**src/rtl/fetch_request_ctrl_pkg.sv**
```systemverilog
// rtl/fetch_request_ctrl_pkg.sv - shared types and constants for the fetch request controller
package fetch_request_ctrl_pkg;
  localparam int          INSTR_W           = 32;
  localparam logic [31:0] DEFAULT_RESET_VEC = 32'h0000_0000;

  typedef struct packed {
    logic [INSTR_W-1:0] instr;
  } fetch_entry_t;
endpackage

```
**src/rtl/fetch_instr_fifo.sv**
```systemverilog
// rtl/fetch_instr_fifo.sv - instruction queue with push/pop/flush and occupancy count
module fetch_instr_fifo
  import fetch_request_ctrl_pkg::*;
#(
  parameter int DEPTH = 4,
  localparam int AW = $clog2(DEPTH)
) (
  input  logic         clk,
  input  logic         rst,
  input  logic         i_push,
  input  fetch_entry_t i_push_data,
  input  logic         i_pop,
  input  logic         i_flush,
  output fetch_entry_t o_head,
  output logic [AW:0]  o_count
);
  logic [AW:0]  r_wr_ptr;
  logic [AW:0]  r_rd_ptr;
  fetch_entry_t r_mem [DEPTH];
  logic         w_empty;
  logic         w_full;
  logic         w_do_push;
  logic         w_do_pop;

  // Extra MSB on each pointer distinguishes full from empty when the indices match.
  assign w_empty   = (r_wr_ptr == r_rd_ptr);
  assign w_full    = (r_wr_ptr[AW] != r_rd_ptr[AW]) && (r_wr_ptr[AW-1:0] == r_rd_ptr[AW-1:0]);
  assign w_do_push = i_push & !w_full & !i_flush;
  assign w_do_pop  = i_pop & !w_empty & !i_flush;
  assign o_count   = r_wr_ptr - r_rd_ptr;
  assign o_head    = r_mem[r_rd_ptr[AW-1:0]];

  always_ff @(posedge clk or posedge rst) begin
    if (rst) begin
      r_wr_ptr <= '0;
      r_rd_ptr <= '0;
    end else if (i_flush) begin
      r_wr_ptr <= '0;
      r_rd_ptr <= '0;
    end else begin
      if (w_do_push) r_wr_ptr <= r_wr_ptr + (AW+1)'(1);
      if (w_do_pop)  r_rd_ptr <= r_rd_ptr + (AW+1)'(1);
    end
  end

  always_ff @(posedge clk) begin
    if (w_do_push) r_mem[r_wr_ptr[AW-1:0]] <= i_push_data;
  end
endmodule

```
**src/rtl/fetch_request_ctrl.sv**
```systemverilog
// rtl/fetch_request_ctrl.sv - fetch initiator: credit-limited issue, in-order response queue, redirect flush
// Optional FETCH_PERF_COUNTERS_EN adds stall_cycles and discarded_words outputs.
module fetch_request_ctrl
  import fetch_request_ctrl_pkg::*;
#(
  parameter logic [31:0] RESET_VEC       = DEFAULT_RESET_VEC,
  parameter int          FIFO_DEPTH      = 4,
  parameter int          MAX_OUTSTANDING = 2
) (
  input  logic        clk,
  input  logic        rst,
  input  logic        sub_ready,
  output logic        new_request,
  output logic [31:0] stage1_addr,
  input  logic        data_valid,
  input  logic [31:0] data_in,
  input  logic        redirect,
  input  logic [31:0] redirect_pc,
  output logic        instr_valid,
  input  logic        instr_ready,
  output logic [31:0] instr,
  output logic [31:0] instr_pc
`ifdef FETCH_PERF_COUNTERS_EN
  ,
  output logic [31:0] stall_cycles,
  output logic [15:0] discarded_words
`endif
);
  localparam int OW = $clog2(MAX_OUTSTANDING + 1);
  localparam int CW = $clog2(FIFO_DEPTH) + 1;

  logic [31:0]  r_fetch_pc;
  logic [31:0]  r_head_pc;
  logic [OW-1:0] r_outstanding;
  logic [OW-1:0] r_discard;
  logic [CW-1:0] w_count;
  fetch_entry_t w_head;
  fetch_entry_t w_push_entry;
  logic         w_resp;
  logic         w_drop;
  logic         w_push;
  logic         w_pop;
  logic         w_issue;
  logic         w_credit_ok;
  logic         w_out_ok;
  logic         w_unused_pc_bits;

  // Each outstanding request holds a queue slot, so the queue can never overflow.
  assign w_credit_ok  = (int'(w_count) + int'(r_outstanding)) < FIFO_DEPTH;
  assign w_out_ok     = int'(r_outstanding) < MAX_OUTSTANDING;
  assign w_issue      = !rst & sub_ready & !redirect & w_out_ok & w_credit_ok;
  assign w_resp       = data_valid & (r_outstanding != '0);
  assign w_drop       = w_resp & (redirect | (r_discard != '0));
  assign w_push       = w_resp & !w_drop;
  assign w_pop        = instr_valid & instr_ready & !redirect;
  assign w_push_entry.instr = data_in;
  assign w_unused_pc_bits   = ^redirect_pc[1:0];

  assign new_request = w_issue;
  assign stage1_addr = r_fetch_pc;
  assign instr_valid = (w_count != '0);
  assign instr       = w_head.instr;
  assign instr_pc    = r_head_pc;

  fetch_instr_fifo #(.DEPTH(FIFO_DEPTH)) u_fifo (
    .clk        (clk),
    .rst        (rst),
    .i_push     (w_push),
    .i_push_data(w_push_entry),
    .i_pop      (w_pop),
    .i_flush    (redirect),
    .o_head     (w_head),
    .o_count    (w_count)
  );

  always_ff @(posedge clk or posedge rst) begin
    if (rst) begin
      r_fetch_pc    <= RESET_VEC;
      r_head_pc     <= RESET_VEC;
      r_outstanding <= '0;
      r_discard     <= '0;
    end else begin
      if (w_issue && !w_resp)      r_outstanding <= r_outstanding + OW'(1);
      else if (!w_issue && w_resp) r_outstanding <= r_outstanding - OW'(1);

      // Everything still in flight at a redirect is stale; a word landing this cycle is dropped now.
      if (redirect)                    r_discard <= r_outstanding - (w_resp ? OW'(1) : OW'(0));
      else if (w_resp && r_discard != '0) r_discard <= r_discard - OW'(1);

      if (redirect) begin
        r_fetch_pc <= {redirect_pc[31:2], 2'b00};
        r_head_pc  <= {redirect_pc[31:2], 2'b00};
      end else begin
        if (w_issue) r_fetch_pc <= r_fetch_pc + 32'd4;
        if (w_pop)   r_head_pc  <= r_head_pc + 32'd4;
      end
    end
  end

`ifdef FETCH_PERF_COUNTERS_EN
  logic [31:0] r_stall_cycles;
  logic [15:0] r_discarded_words;

  always_ff @(posedge clk or posedge rst) begin
    if (rst) begin
      r_stall_cycles    <= '0;
      r_discarded_words <= '0;
    end else begin
      if (sub_ready && !redirect && !w_issue && r_stall_cycles != '1)
        r_stall_cycles <= r_stall_cycles + 32'd1;
      if (w_drop && r_discarded_words != '1)
        r_discarded_words <= r_discarded_words + 16'd1;
    end
  end

  assign stall_cycles    = r_stall_cycles;
  assign discarded_words = r_discarded_words;
`endif

  a_no_orphan_resp: assert property (@(posedge clk) disable iff (rst) !(data_valid && r_outstanding == '0));
endmodule

```
**config.mk**
```make
export PLATFORM = sky130hd
export DESIGN_NAME = fetch_request_ctrl
export DESIGN_NICKNAME = d
export VERILOG_FILES = /design/src/rtl/fetch_request_ctrl_pkg.sv /design/src/rtl/fetch_instr_fifo.sv /design/src/rtl/fetch_request_ctrl.sv
export SDC_FILE = /design/constraint.sdc
export NUM_CORES = 1
export LEC_CHECK = 0
export BUFFER_PORTS_ARGS = -buffer_cell sky130_fd_sc_hd__buf_2
export CAP_MARGIN = 20
export CORE_MARGIN = 3
export CORE_UTILIZATION = 46
export CTS_CLUSTER_DIAMETER = 100
export CTS_CLUSTER_SIZE = 16
export DETAILED_ROUTE_END_ITERATION = 12
export PLACE_DENSITY = 0.69
export SETUP_SLACK_MARGIN = 0.5
export SLEW_MARGIN = 25
export SYNTH_ARGS = -nofsm -noshare
export SYNTH_HDL_FRONTEND = slang
export SYNTH_SLANG_ARGS = --single-unit
```
**constraint.sdc**
```tcl
create_clock -name clk -period 4.1 [get_ports clk]
set_input_delay 0.615 -clock clk [delete_from_list [all_inputs] [get_ports clk]]
set_output_delay 0.615 -clock clk [all_outputs]
set_load 0.02 [all_outputs]
```
## Word-level counts from Yosys, hierarchy flattened

Memories as Yosys holds them, arrays and structs flattened.
Index checks and enable logic that the tools add are counted.

- Bits in writable memories: 128
- Flip-flop bits (word level): 74
- Memories: 1
- Input port bits: 70
- ROM bits: 0
- Latch bits: 0

Memories:

| name | depth | width | rd ports | clocked after Yosys merged registers in | wr ports | RTL line | source |
|---|---|---|---|---|---|---|---|
| u_fifo.r_mem | 4 | 32 | 1 | 0 | 1 | fetch_instr_fifo.sv:19 | `fetch_entry_t r_mem [DEPTH];` |

- Shift-type cells: 0
- Mux-type cells: 15
- Bitwise operators: 14
- Reductions and logical operators: 20
- Magnitude comparators: 2
- Eq/ne operators: 3
- Divide/modulo/power cells: 0
- $mul: 0
- Add/subtract/negate cells: 10

Operators by type and width:

| kind | count |
|---|---|
| 2-to-1 mux 32 bit | 4 |
| adder 32 x 3 -> 32 bit, second input constant | 2 |
| nonzero test 2 bit | 8 |
| bitwise AND 1 bit | 13 |
| 2-to-1 mux 3 bit | 4 |
| 2-to-1 mux 2 bit | 4 |
| zero test 1 bit | 7 |
| adder 3 x 1 -> 3 bit, second input constant | 2 |
| adder 3 x 2 -> 4 bit | 1 |
| logical AND 1 bit | 4 |
| less-than comparator 4 x 3 -> 1 bit, second input constant | 1 |
| subtractor 2 x 1 -> 2 bit, second input constant | 2 |
| equality test 3 bit | 1 |
| 2-to-1 mux 1 bit | 3 |
| nonzero test 3 bit | 1 |
| subtractor 3 bit | 1 |
| adder 2 x 1 -> 2 bit, second input constant | 1 |
| equality test 2 bit | 1 |
| less-than comparator 2 bit, second input constant | 1 |
| subtractor 2 x 1 -> 2 bit | 1 |
| != test 1 bit | 1 |
| bitwise OR 1 bit | 1 |

## Depth between registers and ports, before layout

- Depth after elaboration: 9
- Depth in mapped cells: 13

## Hierarchy

A second synthesis with hierarchy kept.

- Cells, all modules: 642
- Area, all modules: 8831.0 um2

Modules (own cells, without submodules):

| module | instances | cells an instance | seq. area each (um2) | area each (um2) |
|---|---|---|---|---|
| fetch_instr_fifo | 1 | 232 | 3993.8 | 5175.0 |
| fetch_request_ctrl | 1 | 410 | 1601.5 | 3656.0 |

## Least setup slack after synthesis

Ideal clock, no wire load.

- Path kind: register -> register
- Start: register u_fifo.r_rd_ptr[1]
- End: register r_fetch_pc[8], in the netlist stage1_addr[8]
- Arrival: 3.538 ns
- Cell stages (with the launch flop): 12
- Period minus slack after synthesis: 3.663 ns
- Path buffers: 3
- Path slack: 0.437 ns
- Cells stage by stage: dfrtp_1 clkbuf_1 clkbuf_1 inv_1 fa_1 ha_1 or4b_4 or3_1 buf_6 or3_2 xnor2_1 mux2_2

- Cells in the longest elaborated chain, start to end: 5

Ends and longest elaborated chain:

| what | RTL line | source |
|---|---|---|
| start, declared | fetch_instr_fifo.sv:18 | `logic [AW:0] r_rd_ptr;` |
| start signal, assigned | fetch_instr_fifo.sv:42 | `if (w_do_pop) r_rd_ptr <= r_rd_ptr + (AW+1)'(1);` |
| subtractor 3 bit | fetch_instr_fifo.sv:30 | `assign o_count = r_wr_ptr - r_rd_ptr;` |
| adder 3 x 2 -> 4 bit | fetch_request_ctrl.sv:49 | `assign w_credit_ok = (int'(w_count) + int'(r_outstanding)) < FIFO_DEPTH;` |
| less-than comparator 4 x 3 -> 1 bit | fetch_request_ctrl.sv:49 |  |
| bitwise AND 1 bit | fetch_request_ctrl.sv:51 | `assign w_issue = !rst & sub_ready & !redirect & w_out_ok & w_credit_ok;` |
| nonzero test 2 bit (no line) | -- |  |
| end signal, assigned | fetch_request_ctrl.sv:91 | `r_fetch_pc <= {redirect_pc[31:2], 2'b00};` |
| end signal, assigned | fetch_request_ctrl.sv:94 | `if (w_issue) r_fetch_pc <= r_fetch_pc + 32'd4;` |
| end, declared | fetch_request_ctrl.sv:32 | `logic [31:0] r_fetch_pc;` |

Every way passes these cells.
A chain may end at the register's enable or synchronous reset.

## Worst setup path in the final report

- Start: register u_fifo.r_wr_ptr[0]
- End: output port new_request

- Cells in the longest elaborated chain, start to end: 4

Ends and longest elaborated chain:

| what | RTL line | source |
|---|---|---|
| start, declared | fetch_instr_fifo.sv:17 | `logic [AW:0] r_wr_ptr;` |
| start signal, assigned | fetch_instr_fifo.sv:41 | `if (w_do_push) r_wr_ptr <= r_wr_ptr + (AW+1)'(1);` |
| subtractor 3 bit | fetch_instr_fifo.sv:30 |  |
| adder 3 x 2 -> 4 bit | fetch_request_ctrl.sv:49 |  |
| less-than comparator 4 x 3 -> 1 bit | fetch_request_ctrl.sv:49 |  |
| bitwise AND 1 bit | fetch_request_ctrl.sv:51 |  |
| end, declared | fetch_request_ctrl.sv:13 | `output logic new_request,` |

Every way passes these cells.

==> results by group <==
Placed design
  • Dpl hpwl: 13.8 mm
  • RePlAce Congestion: 0.912
  • I/O Buffers: 161

STA
  • Final hold violations: 0
  • FMAX: 0.286 GHz
  • Worst-margin pin slew: 913 ps
  • Setup-failing EPs final: 0
  • Tmin final: 3490 ps
  • Slew Viols, Final: 0
  • RSZ-0062 raised after global routing: yes
  • Slew HR: 0.385
  • Clk_skew: 17.8 ps
  • Setup Total Neg Slack: 0 ps
  • Final Cycle Share: 0.852

Yosys
  • Syn Std Cell Area: 0.00883 sq mm
  • Mapped Avg Cell Area: 14.6 sq um
  • EDFF count, synth: 128
  • Synth unique cells: 53
  • Synth Register Bits: 198
  • Asr flop ratio synth: 0.354
  • Mapped Cells: 605
  • Synthesis Warnings: 0
  • Sequential area share after synthesis: 0.634
  • Synth Flop Type: edfxtp_1

Clock tree
  • Latest clock arrival within the worst-skew pair: 440 ps
  • CTS tree: done
  • Clock Path Buffers: 2
  • Clock sinks: 198
  • Clock transition at path regs: 80 ps
  • Inserted Clock Buffers: 17
  • Clock Tree Root: clkbuf_16
  • CTS H-Tree Depth: 4

Die
  • Die width: 145 um
  • I/O pin total: 168
  • Rows: 50
  • Core ar.: 0.0188 sq mm
  • Die area: 0.0209 sq mm
  • Die Y: 145 um
  • Starting Density: 0.470

Setup path
  • Worst R2R Start: u_fifo.r_wr_ptr[0]
  • Crit path cell chain: inv_2 > ha_1 > inv_1 > fa_1 > ha_1 > or4b_4 > nor3_4 > nand2_2 > inv_2 > buf_4
  • Crit path DAT: 2880 ps
  • Worst path max stage delay: 510 ps
  • WS Path Type: flip-flop to primary output
  • CP endpoint kind: primary output
  • CP Max Fanout: 4
  • CP max-delay cell: or4b_4
  • CP Buf/Inv Count: 4
  • CP startpoint kind: flip-flop
  • WP data required: 3480 ps
  • Worst Setup SP: u_fifo.r_wr_ptr[0]
  • Crit path max-delay family: simple AND/OR/NAND/NOR gates

Drt
  • DR DRC count: 0
  • Drt via density: 5.64
  • Detail Route Antenna Nets: 0
  • Final wirelength: 19.9 mm
  • Drt initial violations: 401
  • Vias post-DR: 5,715
  • WL/cell: 19.7 um
  • Number of iterations in the first detailed-routing pass: 5

Final layout
  • # fillers: 1,541
  • Fin nets: 851
  • Layout cell share with drive strength beyond 1: 0.345
  • ANT cells: 0
  • Multi-input logic area: 0.00304 sq mm
  • Most frequent cells in the layout: buf_2 (160), edfxtp_1 (128), dfrtp_1 (69), mux4_2 (32), xnor2_1 (28)
  • Area grow syn2layout: 18.7%
  • Most common cell after layout, fill and taps aside: buf_2
  • Sequential Area: 0.00560 sq mm

Power
  • Power per cell area: 453 mW/mm^2
  • Maximum vdd drop: 0.283 mV
  • Pleak: 0.00397 uW
  • Tot Pwr: 4740 uW

Global route
  • Total gr overflow: 0
  • Pin count of the biggest net entering global routing: 58
  • GRT Util Overall: 0.196
  • Initial antenna violation count: 0
  • First-pass GRT wire length: 31.3 mm
  • Number of global-route vias before repair: 5,948

Run status
  • Outcome: finished clean

Worst hold path
  • Hold crit path type: input pin to async pin

Run
  • Max Cap Viol: 0
==> worst register-to-register path: stages (launching register included) <==
cell and delay [ps]:
dfrtp_1 390, inv_2 80, ha_1 160, inv_1 50, fa_1 470, ha_1 200
or4b_4 510, or3_1 570, or3_2 520, xnor2_1 130, mux2_2 270
==> repair_timing <==
| action | 4_1_cts | 5_1_grt |
|---|---|---|
| gates cloned | 0 | 0 |
| endpoints found under the setup margin | 1 | 4 |
| setup buffers | 1 | 0 |
| gates resized for setup | 3 | 2 |
| hold buffers | 0 | 0 |
| pin swaps | 0 | 1 |
==> registers in the layout (all words and copies together), names as in the netlist <==
register and cells:
stage1_addr 30, u_fifo.r_wr_ptr 3, r_discard 2, u_fifo.r_rd_ptr 3, u_fifo.r_mem 128, instr_pc 30
r_outstanding 2
==> area by class of cell <==
cell class / instances / area share
sequential: 198 / 0.534
multi-input combinational: 358 / 0.290
timing repair buffer: 169 / 0.0829
clock buffer: 17 / 0.0406
tap: 234 / 0.0280
clock inverter: 14 / 0.0159
inverter: 23 / 0.00824
==> cells by family (layout without fill, tap and decap cells) <==
logic type                 count (synthesis)  after routing  share of synthesized area
adders and majority gates                 14             14                     0.0207
other                                      1              4                   0.000425
buffers and inverters                     52            223                     0.0247
muxes                                     56             56                      0.112
xor gates and xnor gates                  54             54                     0.0551
and+or+nand+nor                          166            166                      0.104
DFF                                      198            198                      0.634
AOI/OAI and AO/OA                         64             64                     0.0489
==> where the power goes <==
group / internal, uW / total, uW / switching (uW) / leakage (uW)
clock network: 866 / 1650 / 789 / 0.000282
logic: 284 / 721 / 437 / 0.00172
registers: 2250 / 2370 / 119 / 0.00197
==> synth_stat cells, types with 9 or more instances <==
cell type | instances | area (sq um)
nand2b_1 | 11 | 68.8
a21boi_0 | 11 | 82.6
mux4_2 | 32 | 721
clkbuf_1 | 21 | 78.8
edfxtp_1 | 128 | 3840
nand3_1 | 19 | 95.1
nor4_1 | 9 | 56.3
xnor2_1 | 28 | 245
inv_1 | 23 | 86.3
nand2_1 | 25 | 93.8
nand4_1 | 20 | 125
dfrtp_1 | 70 | 1750
xor2_1 | 25 | 219
nor2_1 | 27 | 101
mux2_2 | 18 | 203
a21oi_1 | 12 | 60.1
ha_1 | 13 | 163
o21ai_0 | 10 | 50.1
nor3_1 | 19 | 95.1
==> path summary, 6_finish.rpt <==
kind / end / slack (ps) / cells past startpoint
worst max-delay path: new_request / 610 / 10
worst min-delay path: instr_pc[4] / 350 / 2
worst max register to register: stage1_addr[8] / 630 / 10
worst min register to register: r_outstanding[0] / 570 / 1
max in group asynchronous: stage1_addr[30] / 2800 / 3
min in group clk: u_fifo.r_mem[0][15] / 390 / 1
==> metal layers <==
layer	wire length, um	track usage	share of wire
met1	8220	0.259	0.41
met4	439	0.0623	0.022
met2	9920	0.325	0.50
met3	1370	0.0456	0.069
met5	0	0	0
==> metrics by stage <==
step / hold WS (ps) / utilization / instances / worst slack, ps / instance area, sq um
final: 347 / 0.558 / 1013 / 608 / 10500
after global routing: 378 / 0.558 / 1013 / 455 / 10500
after CTS: 362 / 0.558 / 1013 / 537 / 10500
after detailed placement: 563 / 0.526 / 981 / 551 / 9860
after global placement: 550 / 0.526 / 981 / 649 / 9860
after floorplan: 515 / - / 608 / 573 / 8840
(Power assumes the default switching activity.)
